**src/rtl/kb_pkg.sv**
```systemverilog
`default_nettype none
// ============================================================================
// Module      : kb_pkg
// Description : Shared scan-code constants and state encodings for the PS/2
//               keyboard path (frame receiver and scan-code decoder).
// Revision    : 1.0 - initial release
// ============================================================================
package kb_pkg;

    localparam logic [7:0] SC_BREAK  = 8'hF0;
    localparam logic [7:0] SC_EXT    = 8'hE0;
    localparam logic [7:0] SC_LARROW = 8'h6B;
    localparam logic [7:0] SC_RARROW = 8'h74;

    typedef enum logic [1:0] {
        FR_IDLE   = 2'd0,
        FR_DATA   = 2'd1,
        FR_PARITY = 2'd2,
        FR_STOP   = 2'd3
    } frame_state_t;

    typedef enum logic [1:0] {
        DEC_BASE  = 2'd0,
        DEC_PF0   = 2'd1,
        DEC_PE0   = 2'd2,
        DEC_PE0F0 = 2'd3
    } dec_state_t;

endpackage
`default_nettype wire

```
**src/rtl/ps2_rx_frame.sv**
```systemverilog
`default_nettype none
// ============================================================================
// Module      : ps2_rx_frame
// Description : Synchronises the raw PS/2 clock/data, samples data on each
//               falling PS/2 clock edge and deframes 11-bit frames. Emits a
//               byte_valid pulse for good frames and a frame_err pulse on
//               parity, stop-bit or watchdog failure.
// Revision    : 1.0 - initial release
// ============================================================================
module ps2_rx_frame
    import kb_pkg::*;
#(
    parameter int TIMEOUT_CYC = 50000
) (
    input  logic       clk,
    input  logic       rst,
    input  logic       i_ps_clk,
    input  logic       i_ps_data,
    output logic       o_byte_valid,
    output logic [7:0] o_byte,
    output logic       o_frame_err
);

    localparam int WD_W = $clog2(TIMEOUT_CYC + 1);
    localparam logic [WD_W-1:0] C_WD_MAX = WD_W'(TIMEOUT_CYC);

    logic            r_clk_s1, r_clk_s2, r_clk_hist;
    logic            r_dat_s1, r_dat_s2;
    logic            w_fall;
    logic            w_timeout;
    frame_state_t    r_state, w_state_nx;
    logic [2:0]      r_bit_cnt;
    logic [7:0]      r_shift;
    logic            r_par;
    logic [WD_W-1:0] r_wdog;

    // Two-stage synchronisers plus a history stage on the PS/2 clock; the
    // lines idle high, so reset them high to avoid a false edge.
    always_ff @(posedge clk) begin
        if (rst) begin
            r_clk_s1   <= 1'b1;
            r_clk_s2   <= 1'b1;
            r_clk_hist <= 1'b1;
            r_dat_s1   <= 1'b1;
            r_dat_s2   <= 1'b1;
        end else begin
            r_clk_s1   <= i_ps_clk;
            r_clk_s2   <= r_clk_s1;
            r_clk_hist <= r_clk_s2;
            r_dat_s1   <= i_ps_data;
            r_dat_s2   <= r_dat_s1;
        end
    end

    assign w_fall    = r_clk_hist & ~r_clk_s2;
    assign w_timeout = (r_state != FR_IDLE) && (r_wdog == C_WD_MAX);
    assign o_byte    = r_shift;

    // Frame state register.
    always_ff @(posedge clk) begin
        if (rst) r_state <= FR_IDLE;
        else     r_state <= w_state_nx;
    end

    // Frame sequencing and the good/bad verdict on the stop-bit edge.
    always_comb begin
        w_state_nx   = r_state;
        o_byte_valid = 1'b0;
        o_frame_err  = 1'b0;
        if (w_fall) begin
            case (r_state)
                FR_IDLE:   if (!r_dat_s2) w_state_nx = FR_DATA;
                FR_DATA:   if (r_bit_cnt == 3'd7) w_state_nx = FR_PARITY;
                FR_PARITY: w_state_nx = FR_STOP;
                FR_STOP: begin
                    w_state_nx = FR_IDLE;
                    // Odd parity: data plus parity bit must hold an odd number of ones.
                    if (r_dat_s2 && (^{r_shift, r_par})) o_byte_valid = 1'b1;
                    else                                 o_frame_err  = 1'b1;
                end
                default:   w_state_nx = FR_IDLE;
            endcase
        end else if (w_timeout) begin
            w_state_nx  = FR_IDLE;
            o_frame_err = 1'b1;
        end
    end

    // Deserialiser, parity capture and saturating inactivity watchdog.
    always_ff @(posedge clk) begin
        if (rst) begin
            r_bit_cnt <= 3'd0;
            r_shift   <= 8'd0;
            r_par     <= 1'b0;
            r_wdog    <= '0;
        end else begin
            if (r_state == FR_IDLE) r_bit_cnt <= 3'd0;
            if (w_fall) begin
                r_wdog <= '0;
                if (r_state == FR_DATA) begin
                    r_shift   <= {r_dat_s2, r_shift[7:1]};
                    r_bit_cnt <= r_bit_cnt + 3'd1;
                end
                if (r_state == FR_PARITY) r_par <= r_dat_s2;
            end else if (r_state == FR_IDLE) begin
                r_wdog <= '0;
            end else if (r_wdog != C_WD_MAX) begin
                r_wdog <= r_wdog + 1'b1;
            end
        end
    end

endmodule
`default_nettype wire

```
**src/rtl/ps2_key_tracker.sv**
```systemverilog
`default_nettype none
// ============================================================================
// Module      : ps2_key_tracker
// Description : PS/2 keyboard front end for the game. Sequences E0/F0
//               prefixes into complete scan codes, tracks held left/right/
//               fire keys and produces the movement vector and a one-shot
//               fire request.
// Revision    : 1.0 - initial release
// ============================================================================
module ps2_key_tracker
    import kb_pkg::*;
#(
    parameter int         TIMEOUT_CYC = 50000,
    parameter logic [7:0] KEY_LEFT    = 8'h1C,
    parameter logic [7:0] KEY_RIGHT   = 8'h23,
    parameter logic [7:0] KEY_FIRE    = 8'h29
) (
    input  logic       clk,
    input  logic       reset,
    input  logic       ps_clk,
    input  logic       ps_data,
    output logic [1:0] user_move,
    output logic       fire,
    output logic       key_valid,
    output logic [7:0] key_code,
    output logic       key_break,
    output logic       key_ext,
    output logic       frame_err
);

    logic       w_byte_valid;
    logic [7:0] w_byte;
    logic       w_rx_err;
    dec_state_t r_dec, w_dec_nx;
    logic       w_emit, w_junk, w_brk, w_ext;
    logic       w_is_left, w_is_right, w_is_fire;
    logic       w_left_nx, w_right_nx, w_fire_nx, w_fire_pulse;
    logic       r_left_held, r_right_held, r_fire_held;

    ps2_rx_frame #(
        .TIMEOUT_CYC (TIMEOUT_CYC)
    ) u_rx (
        .clk          (clk),
        .rst          (reset),
        .i_ps_clk     (ps_clk),
        .i_ps_data    (ps_data),
        .o_byte_valid (w_byte_valid),
        .o_byte       (w_byte),
        .o_frame_err  (w_rx_err)
    );

    // Prefix state register.
    always_ff @(posedge clk) begin
        if (reset) r_dec <= DEC_BASE;
        else       r_dec <= w_dec_nx;
    end

    // Prefix sequencing: prefixes only move state, any other byte completes a code.
    always_comb begin
        w_dec_nx = r_dec;
        w_emit   = 1'b0;
        w_junk   = 1'b0;
        w_brk    = 1'b0;
        w_ext    = 1'b0;
        if (w_byte_valid) begin
            case (r_dec)
                DEC_BASE: begin
                    if (w_byte == SC_BREAK)    w_dec_nx = DEC_PF0;
                    else if (w_byte == SC_EXT) w_dec_nx = DEC_PE0;
                    else                       w_emit   = 1'b1;
                end
                DEC_PE0: begin
                    w_ext = 1'b1;
                    if (w_byte == SC_BREAK) begin
                        w_dec_nx = DEC_PE0F0;
                    end else begin
                        w_dec_nx = DEC_BASE;
                        if (w_byte == SC_EXT) w_junk = 1'b1;
                        else                  w_emit = 1'b1;
                    end
                end
                DEC_PF0, DEC_PE0F0: begin
                    w_brk    = 1'b1;
                    w_ext    = (r_dec == DEC_PE0F0);
                    w_dec_nx = DEC_BASE;
                    if ((w_byte == SC_BREAK) || (w_byte == SC_EXT)) w_junk = 1'b1;
                    else                                            w_emit = 1'b1;
                end
                default: w_dec_nx = DEC_BASE;
            endcase
        end
    end

    // Map the completed code onto the tracked keys and derive next held state.
    always_comb begin
        w_is_left  = ((w_byte == KEY_LEFT)  && !w_ext) || ((w_byte == SC_LARROW) && w_ext);
        w_is_right = ((w_byte == KEY_RIGHT) && !w_ext) || ((w_byte == SC_RARROW) && w_ext);
        w_is_fire  =  (w_byte == KEY_FIRE)  && !w_ext;
        w_left_nx  = r_left_held;
        w_right_nx = r_right_held;
        w_fire_nx  = r_fire_held;
        if (w_emit && w_is_left)  w_left_nx  = ~w_brk;
        if (w_emit && w_is_right) w_right_nx = ~w_brk;
        if (w_emit && w_is_fire)  w_fire_nx  = ~w_brk;
        // Typematic repeats arrive while fire is already held and must not re-fire.
        w_fire_pulse = w_emit && w_is_fire && !w_brk && !r_fire_held;
    end

    // Registered outputs and held-key flags, all updated alongside key_valid.
    always_ff @(posedge clk) begin
        if (reset) begin
            key_valid    <= 1'b0;
            key_code     <= 8'd0;
            key_break    <= 1'b0;
            key_ext      <= 1'b0;
            fire         <= 1'b0;
            frame_err    <= 1'b0;
            user_move    <= 2'b00;
            r_left_held  <= 1'b0;
            r_right_held <= 1'b0;
            r_fire_held  <= 1'b0;
        end else begin
            key_valid    <= w_emit;
            fire         <= w_fire_pulse;
            frame_err    <= w_rx_err | w_junk;
            r_left_held  <= w_left_nx;
            r_right_held <= w_right_nx;
            r_fire_held  <= w_fire_nx;
            user_move    <= {w_left_nx & ~w_right_nx, w_right_nx & ~w_left_nx};
            if (w_emit) begin
                key_code  <= w_byte;
                key_break <= w_brk;
                key_ext   <= w_ext;
            end
        end
    end

endmodule
`default_nettype wire

```
**config.mk**
```make
export PLATFORM = sky130hd
export DESIGN_NAME = ps2_key_tracker
export DESIGN_NICKNAME = d
export VERILOG_FILES = /design/src/rtl/kb_pkg.sv /design/src/rtl/ps2_rx_frame.sv /design/src/rtl/ps2_key_tracker.sv
export SDC_FILE = /design/constraint.sdc
export NUM_CORES = 1
export LEC_CHECK = 0
export ABC_AREA = 1
export CORE_MARGIN = 2
export CORE_UTILIZATION = 45
export CTS_CLUSTER_SIZE = 24
export DETAILED_ROUTE_END_ITERATION = 7
export PLACE_DENSITY = 0.63
export SLEW_MARGIN = 5
export SYNTH_ARGS = -nofsm -noshare
export SYNTH_HDL_FRONTEND = slang
export SYNTH_SLANG_ARGS = --single-unit
```
**constraint.sdc**
```tcl
create_clock -name clk -period 5.8 [get_ports clk]
set_clock_uncertainty 0.15 [all_clocks]
set_input_delay 1.16 -clock clk [delete_from_list [all_inputs] [get_ports clk]]
set_output_delay 1.16 -clock clk [all_outputs]
set_load 0.005 [all_outputs]
```
Yosys cells after proc, flatten, opt, wreduce, memory -nomap -nowiden

Index checks and enable logic that the tools add are counted.

Latch bits: 0
Flip-flop bits (word level): 55
Output and inout port bits: 15
Memories: 0
RAM bits: 0
Bits in read-only memories: 0
Logic and storage cells: 115
Input bits: 4

Shift-type cells: 0
Multiply operators: 0
Reduce and logical (&&, ||, !) cells: 30
Equality and inequality tests: 19
$add $sub $neg: 2
Bitwise operators: 8
Mux-type cells: 35
Divide/modulo/power cells: 0
Magnitude comparators: 0

Operators by type and width:

| kind                    | count |
|---|---|
| $mux W1                 | 20 |
| $add A16 B1 Y16 const B | 1 |
| $eq A16 B16 Y1 const B  | 1 |
| $eq A8 B6 Y1 const B    | 2 |
| $eq A8 B7 Y1 const B    | 2 |
| $eq A8 B8 Y1 const B    | 2 |
| $ne A16 B16 Y1 const B  | 1 |
| $mux W2                 | 7 |
| $logic_and A1 B1 Y1     | 12 |
| $mux W3                 | 3 |
| $ne A3 B3 Y1 const B    | 3 |
| $reduce_xor A9 Y1       | 1 |
| $eq A2 B2 Y1 const B    | 4 |
| $eq A8 B5 Y1 const B    | 1 |
| $pmux W2 S4             | 1 |
| $pmux W1 S2             | 3 |
| $pmux W2 S3             | 1 |
| $reduce_and A2 Y1       | 3 |
| $eq A2 B1 Y1 const B    | 2 |
| $logic_not A2 Y1        | 2 |
| $not A1 Y1              | 4 |
| $reduce_bool A2 Y1      | 2 |
| $reduce_or A2 Y1        | 2 |
| $add A3 B1 Y3 const B   | 1 |
| 7 further kinds         | 13 |

Longest topological paths before layout

Gate-level depths: netlist of the first run.

Depth after elaboration: 13
Gate-level depth with buffers: 16
Mapped depth without buffers: 16

Hierarchy

From an unflattened synthesis of the first run, not the netlist that was laid out.

Cell total of the unflattened synthesis: 381
Area total of the unflattened synthesis: 2757.6 µm²

By module, submodules not included:

| module          | times used | cells each | seq. area each (µm²) | area each (µm²) |
|---|---|---|---|---|
| ps2_rx_frame    | 1          | 230        | 700.7                | 1715.4 |
| ps2_key_tracker | 1          | 151        | 400.4                | 1042.2 |

Worst setup path after synthesis of the first run

OpenSTA, ideal clock, no wires.

Path kind: input port to flip-flop
Start point: input reset
End point: register u_rx.r_wdog[10]
Path buffers: 0
Setup slack: 3.500 ns
Arrival: 2.092 ns
Data required time: 5.592 ns
Stages on the path: 4
Library setup time: 0.058 ns
Cells stage by stage: nor3_1 inv_1 a21oi_1 o21a_1

Longest elaborated chain between the ends: 1

Ends and longest elaborated chain:

| element                    | RTL line              | RTL |
|---|---|---|
| from (decl)                | ps2_key_tracker.sv:19 | `input logic reset,` |
| $reduce_or A3 Y1 (no line) | n/a                   |  |
| to (signal assigned)       | ps2_rx_frame.sv:108   | `r_wdog <= r_wdog + 1'b1;` |
| to (decl)                  | ps2_rx_frame.sv:35    | `logic [WD_W-1:0] r_wdog;` |

No other way between the ends.
A chain may end at the register's enable or synchronous reset.

==> out/qor.yml, run 1 <==
outcome:
  status: "complete, no violations"
logic_synthesis:
  synth_common_cells: "nand2_1 (69), dfxtp_1 (55), inv_1 (48)"
  synth_top_area_cell: "dfxtp_1"
  synth_area_per_cell_um2: 7.15
  syn-num-nets: 366
  ys_ff_latch: 55
  synth_most_common_cell: "nand2_1"
  async_flop_share_pct: 0
  syn_area_um2: 2530
  ys_warn_count: 0
  synthesis.instances: 354
  synth_edf_count: 0
  synth_top_area_share_pct: 43.5
  synthFlopType: "dfxtp_1"
  ys_seq_area_share_pct: 43.5
  ys_types: 26
  synth_area_leaders: "dfxtp_1 (43%), nand2_1 (10%), inv_1 (7.1%)"
clock_tree:
  cts_root_buf: "clkbuf_8"
  htreeDepth: 2
  cts_sinks: 55
  clk-insertion-delay-late_ns: 0.31
  cts_inserted_buffers: 5
  clk_pin_slew_ns: 0.09
  cts_tree: "done"
  cts.path.max_buffers: 2
  cts_hold_buf: 0
  cts_setup_buffers: 0
  ctsResizeCount: 0
cells_and_area:
  fin_cells: 445
  drive_gt1_share_pct: 5.63
  diodes: 0
  area_growth_syn_to_layout_pct: 13.3
  nets: 384
  fillers: 557
  final_area_um2: 2870
  seq_area_um2: 1100
  multiInputGateArea_um2: 1200
sta:
  tns_ns: 0
  finalHoldViolCount: 0
  fmax_mhz: 353
  period_share_pct: 48.8
  finalCriticalPeriod_ns: 2.83
  worstMarginPinSlew_ns: 0.672
  fin_hold_ws_ns: 0.266
  setup_slack_ns: 2.97
  maxSlewViolCount: 0
  slew_headroom_pct: 55.1
  setup_violations: 0
  rsz0062_at_grt: "no"
global_route:
  antenna_found_initial: 0
  grt_pass1_wl_um: 9040
  grt_max_degree: 24
  track_usage_pct: 18.1
  grt_pass1_vias: 1985
  grt.overflow.total: 0
setup_path:
  arrival_ns: 2.89
  cp-startpoint: "reset"
  r2r_slack_ns: 3.73
  critPathKind: "input port to register"
  r2r-start: "u_rx.r_wdog[0]"
  start_kind: "input port"
  critPathMaxFanout: 22
  critPathRequiredTime_ns: 5.85
  end_kind: "register"
place:
  hpwl_um: 3730
  post-place-ws_ns: 2.60
  dp.cells: 437
  place_area_um2: 2770
  io_buffers: 18
  place_congestion: 0.847
floorplan:
  fp-row-count: 27
  floorplan.die_area_um2: 6240
  coreArea_um2: 5470
  die_w_um: 79.0
  die_h_um: 79.0
  ios: 19
  initial_core_util_pct: 46.3
detailed_routing:
  drc: 0
  drtPass1Iterations: 4
  routed_wl_um: 5110
  vias: 2233
  wl_per_cell_um: 11.5
  antenna_left: 0
  via_per_inst: 5.02
  first_iter_violations: 164
power:
  swShare_pct: 20.9
  vdd_drop_max_uv: 118
  pwr-share-comb_pct: 2.0
  clkPwrFrac_pct: 37.0
  p_int_uw: 493
  switchingPower_uw: 131
  powerDensity_nw_per_um2: 217
  leakagePower_nw: 1.13
  sequentialPowerShare_pct: 61.0
run:
  drv_cap: 0
worst_hold_path:
  hold_path.startpoint: "u_rx.r_clk_s1"
  hold_path.class: "register to register"
-- registers in the layout (all words and copies together), names as in the netlist, 2 cells and up --
name and count:
u_rx.r_bit_cnt 3, user_move 2, key_code 8, u_rx.r_wdog 16, u_rx.r_state 2, u_rx.o_byte 8
r_dec 2
-- placed cells by master, fill, tap and decap left out, types with 2 or more instances in the layout --
cell type	n
nand4_1	13
a31oi_1	4
ha_1	8
inv_1	48
nor3_1	15
nand2_1	69
nor2_1	31
nor4_1	4
dfxtp_1	55
o21ai_1	2
or2_2	4
o21ai_0	32
clkbuf_8	7
nor2_2	3
clkdlybuf4s50_1	18
nand3_1	14
a21oi_1	33
o21a_1	2
inv_2	4
-- worst max-delay path, stage by stage --
cell and delay, ns:
clkdlybuf4s50_1 0.87, inv_1 0.48, o21ai_0 0.18, inv_1 0.05, nand2_1 0.07, o21ai_0 0.07
-- logic make-up after synthesis --
logic type / synth area share (%)
AOI/OAI and AO/OA: 15.2
and+or+nand+nor: 28.1
adders and majority gates: 3.95
DFF: 43.5
buffers and inverters: 9.29
-- path summary, 6_finish.rpt --
path         depth (start not counted)              end
max                                  6      r_fire_held
max reg2reg                          9  u_rx.r_wdog[15]
min reg2reg                          1    u_rx.r_clk_s2
min                                  1    u_rx.r_clk_s2
-- stage by stage --
stage | util [%] | total power [mW]
finish | 52.4 | 0.624
global route | 52.4 | 0.647
detailed placement | 50.6 | 0.402
CTS | 52.4 | 0.633
global placement | 50.6 | 0.402
floorplan | - | 0.397
-- power by group through the flow --
stage	combinational (mW)	sequential (mW)	clock [mW]
floorplan	0.00858	0.389	0
global placement	0.0127	0.389	0
detailed placement	0.0129	0.389	0
CTS	0.0129	0.380	0.240
global route	0.0147	0.381	0.252
finish	0.0127	0.380	0.231
-- layer usage --
| layer | track usage [%] | up-vias | wire length [µm] |
|---|---|---|---|
| met5 | 0 | - | 0 |
| met4 | 7.07 | 0 | 87 |
| met3 | 3.75 | 8 | 249 |
| met2 | 26.5 | 47 | 2130 |
| met1 | 25.9 | 977 | 2640 |
| li1 | - | 1201 | - |
-- final cells by class --
class / instances / share of cell area [%]
inverter: 52 / 6.80
multi-input combinational: 239 / 41.7
clock buffer: 8 / 3.49
sequential: 55 / 38.4
tap: 72 / 3.14
timing repair buffer: 19 / 6.54
No activity file was read; power rests on OpenSTA's default activity.
==> run 2, diff against run 1 <==
==> constraint.sdc (replaced) <==
create_clock -name clk -period 2.7 [get_ports clk]
set_clock_uncertainty 0.15 [all_clocks]
set_input_delay 0.54 -clock clk [delete_from_list [all_inputs] [get_ports clk]]
set_output_delay 0.54 -clock clk [all_outputs]
set_load 0.005 [all_outputs]
==> out/qor.yml, run 2 (synthesized netlist as in run 1, its figures left out) <==
setup_path:
  slowest_stage: "dfxtp_1"
  start_kind: "register"
  worst-path-buf-inv: 1
  arrival_ns: 2.09
  critPathMaxFanout: 7
  critPathTopFamily: "simple AND/OR/NAND/NOR gates"
  critPathRequiredTime_ns: 2.78
  end_kind: "register"
  path_cells: "inv_2, nand2_1, nand2_1, nand2_1, nand3_1, nand2_1, nand2_1, nand2_2, nand3_1, nor2_1, o21ai_0, a21oi_1"
  critPathKind: "register to register"
  cp_common_cell: "nand2_1"
  cpPeakStageDelay_ns: 0.48
run:
  drv_cap: 0
clock_tree:
  cts.path.max_buffers: 2
  cts_setup_buffers: 0
  htreeDepth: 2
  ctsResizeCount: 0
  cts_tree: "done"
  cts_sinks: 55
  cts_inserted_buffers: 5
  cts_root_buf: "clkbuf_8"
  clk_pin_slew_ns: 0.09
  cts_hold_buf: 0
  clk-insertion-delay-late_ns: 0.31
detailed_routing:
  first_iter_violations: 121
  antenna_left: 0
  vias: 2294
  wl_per_cell_um: 11.8
  drc: 0
  drtPass1Iterations: 5
  routed_wl_um: 5300
  via_per_inst: 5.12
power:
  powerDensity_nw_per_um2: 485
  leakagePower_nw: 1.15
  vdd_drop_max_uv: 227
global_route:
  grt.overflow.total: 0
  grt_pass1_wl_um: 9140
  track_usage_pct: 18.5
  use_met2_pct: 30.7
  grt-busiest-layer: "met2"
  met1_usage_pct: 24.0
  antenna_found_initial: 0
  grt_pass1_vias: 1998
  grt_max_degree: 24
  grt_util_met3_pct: 4.32
place:
  io_buffers: 18
  post-place-ws_ns: 0.669
  hpwl_um: 3940
  place_congestion: 0.857
  place_area_um2: 2790
sta:
  maxSlewViolCount: 0
  rsz0062_at_grt: "no"
  worstMarginPinSlew_ns: 0.404
  setup_slack_ns: 0.696
  finalCriticalPeriod_ns: 2.00
  slew_headroom_pct: 72.8
  fmax_mhz: 499
  setup_violations: 0
  finalHoldViolCount: 0
  tns_ns: 0
  period_share_pct: 74.2
floorplan:
  ios: 19
  die_h_um: 79.0
  fp-row-count: 27
  floorplan.die_area_um2: 6240
  die_w_um: 79.0
  initial_core_util_pct: 46.3
  coreArea_um2: 5470
cells_and_area:
  diodes: 0
  area_growth_syn_to_layout_pct: 14.9
  final_common_cell: "nand2_1"
  largest_reg_flops: 16
  drive_gt1_share_pct: 6.65
  mostFrequentLayoutCells: "nand2_1 (69), dfxtp_1 (55), inv_1 (48), a21oi_1 (33), o21ai_0 (32)"
  final_area_um2: 2910
  top_register: "u_rx.r_wdog"
  fin_util_pct: 53.2
  nets: 387
outcome:
  status: "complete, no violations"
worst_hold_path:
  hold_path.class: "register to register"
-- run 2: power breakdown --
part / internal (mW) / switching (mW) / total, mW
clock network: 0.300 / 0.263 / 0.564
logic: 0.0121 / 0.0188 / 0.0309
registers: 0.814 / 0.00310 / 0.817
-- run 2: path summary, 6_finish.rpt --
check,slack (ns),depth (start not counted),endpoint,from
worst max-delay path,0.70,12,frame_err,u_rx.o_byte[0]
worst min-delay path,0.27,1,fire,r_fire_held
worst max register to register,0.70,12,frame_err,u_rx.o_byte[0]
worst min register to register,0.27,1,fire,r_fire_held
-- run 2: through the flow --
stage / hold WS, ns / power, mW / cells
after floorplan: 0.239 / 0.854 / 354
after global placement: 0.242 / 0.867 / 440
after detailed placement: 0.252 / 0.867 / 440
after CTS: 0.271 / 1.43 / 448
after global routing: 0.295 / 1.47 / 448
final: 0.267 / 1.41 / 448
-- run 2: area by class of cell --
| class | instances | area (µm²) |
|---|---|---|
| fillers | 575 | 2560 |
| well taps | 72 | 90.1 |
| flip-flops and latches | 55 | 1100 |
| inverters | 52 | 195 |
| repair buffers | 22 | 210 |
| multi-input cells | 239 | 1200 |
| clock buffers | 6 | 82.6 |
| clock inverters | 2 | 35.0 |
-- run 2: routing by layer --
metal / up-vias / wire length [µm]
met5: - / 0
met4: 0 / 62
met3: 8 / 180
met2: 34 / 2480
met1: 1037 / 2580
li1: 1215 / -
==> run 3, diff against run 2 <==
==> constraint.sdc (replaced) <==
create_clock -name clk -period 2 [get_ports clk]
set_clock_uncertainty 0.15 [all_clocks]
set_input_delay 0.4 -clock clk [delete_from_list [all_inputs] [get_ports clk]]
set_output_delay 0.4 -clock clk [all_outputs]
set_load 0.005 [all_outputs]
==> out/qor.yml, run 3 (synthesized netlist as in run 1, its figures left out) <==
sta:
  rsz0062_at_grt: "yes"
  period_share_pct: 95.2
  fmax_mhz: 525
  setup_violations: 0
  finalHoldViolCount: 0
  finalCriticalPeriod_ns: 1.90
  worstMarginPinSlew_ns: 0.364
  maxSlewViolCount: 0
  setup_slack_ns: 0.0953
  slew_headroom_pct: 75.5
  fin_hold_ws_ns: 0.269
detailed_routing:
  first_iter_violations: 132
  drtPass1Iterations: 4
  vias: 2347
  drc: 0
  wl_per_cell_um: 11.9
  routed_wl_um: 5550
  antenna_left: 0
  via_per_inst: 5.04
setup_path:
  end_kind: "register"
  r2r-start: "u_rx.o_byte[2]"
  worst-r2r-cell-count: 16
  r2r_slack_ns: 0.1
  critPathMaxFanout: 8
  r2r_end: "user_move[0]"
  critPathKind: "register to register"
  start_kind: "register"
  critPathRequiredTime_ns: 2.06
  arrival_ns: 1.96
clock_tree:
  cts_hold_buf: 0
  cts.path.max_buffers: 2
  cts_inserted_buffers: 5
  clk-insertion-delay-late_ns: 0.30
  htreeDepth: 2
  cts_root_buf: "clkbuf_8"
  clk_pin_slew_ns: 0.10
  cts_tree: "done"
  cts_sinks: 55
outcome:
  status: "complete, no violations"
global_route:
  grt.overflow.total: 0
  grt_max_degree: 23
  antenna_found_initial: 0
  grt_pass1_vias: 2111
  track_usage_pct: 18.7
  grt_pass1_wl_um: 9470
cells_and_area:
  final_common_cell: "nand2_1"
  multiInputGateArea_um2: 1290
  area_growth_syn_to_layout_pct: 24.7
  drive_gt1_share_pct: 20.1
  mostFrequentLayoutCells: "nand2_1 (62), dfxtp_1 (47), inv_1 (43), a21oi_1 (33), o21ai_0 (32)"
  largest_reg_flops: 16
  seq_area_um2: 1120
  top_register: "u_rx.r_wdog"
  nets: 405
  final_area_um2: 3160
  fillers: 530
  diodes: 0
power:
  vdd_drop_max_uv: 321
  p_total_mw: 1.80
  powerDensity_nw_per_um2: 571
  leakagePower_nw: 1.24
floorplan:
  fp-row-count: 27
  coreArea_um2: 5470
  initial_core_util_pct: 46.3
  ios: 19
  die_h_um: 79.0
  die_w_um: 79.0
  floorplan.die_area_um2: 6240
place:
  io_buffers: 18
  place_area_um2: 2910
  place_congestion: 0.896
  hpwl_um: 4050
  post-place-ws_ns: 0.0809
worst_hold_path:
  hold_depth: 1
  hold_path.class: "register to register"
  hold_path.startpoint: "u_rx.r_clk_s1"
  worstHoldEndpoint: "u_rx.r_clk_s2"
run:
  drv_cap: 0
## run 3: cell count changes in the layout (fill, tap and decap cells not counted), moves of 3 or more
cell | before | now
nand3_2 | 0 | 5
buf_4 | 4 | 21
nor2_2 | 3 | 9
nand2_2 | 1 | 8
nand2_1 | 69 | 62
inv_2 | 4 | 7
nor2_1 | 31 | 24
nand3_1 | 14 | 9
inv_1 | 48 | 43
dfxtp_1 | 55 | 47
dfxtp_4 | 0 | 3
dfxtp_2 | 0 | 5
## run 3: metrics by stage
stage          TNS (ns)  cells  util (%)
2_1_floorplan         0    354         -
3_3_place_gp          0    454      53.2
3_5_place_dp          0    454      53.2
4_1_cts               0    462      55.0
5_1_grt          -0.127    466      57.7
6_report              0    466      57.7
## run 3: worst max-delay path, stage by stage, from the launching register on
cell     delay (ns)
dfxtp_4        0.38
nand2_2        0.08
inv_2          0.03
nor2_1         0.07
nand2_1        0.07
nand2_1        0.06
nand2_1        0.06
nand2_1        0.07
nand2_1        0.05
nand2_2        0.12
nand4_4        0.19
nor2_2         0.19
nand2_1        0.09
nand2_2        0.07
nand2_1        0.05
inv_1          0.05
nor2_1         0.03
## run 3: how the worst max path moves through the flow
stage                               start              end  slack (ns)  cells after the start
after floorplan           u_rx.r_state[0]  u_rx.r_wdog[10]        0.15                      6
after global placement     u_rx.o_byte[2]             fire        0.05                     14
after detailed placement   u_rx.o_byte[1]         r_dec[0]        0.08                     14
after CTS                  u_rx.o_byte[0]         r_dec[0]        0.05                     14
after global routing       u_rx.o_byte[2]     user_move[1]       -0.05                     15
final                      u_rx.o_byte[2]     user_move[0]         0.1                     16
## run 3: cell type report
type	instances	area share, %
Clock buffer	8	3.17
Tap cell	72	2.85
Inverter	52	6.34
Multi-Input combinational cell	239	40.9
Sequential cell	55	35.4
Timing Repair Buffer	40	11.3
## run 3: layer usage
layer	vias up	global-route usage (%)	wire length (µm)
li1	1247	-	-
met4	0	5.00	73
met5	-	0	0
met3	6	4.20	191
met2	32	30.3	2500
met1	1062	25.2	2790
## run 3: power by group
group	switching, mW	internal [mW]
Clock	0.337	0.317
Combinational	0.0268	0.0211
Sequential	0.00390	1.10
Total	0.368	1.43
## run 3: repair_timing
item | 4_1_cts | 5_1_grt
endpoints found under the setup margin | 0 | 23
resized for setup | 0 | 43
setup buffers | 0 | 4
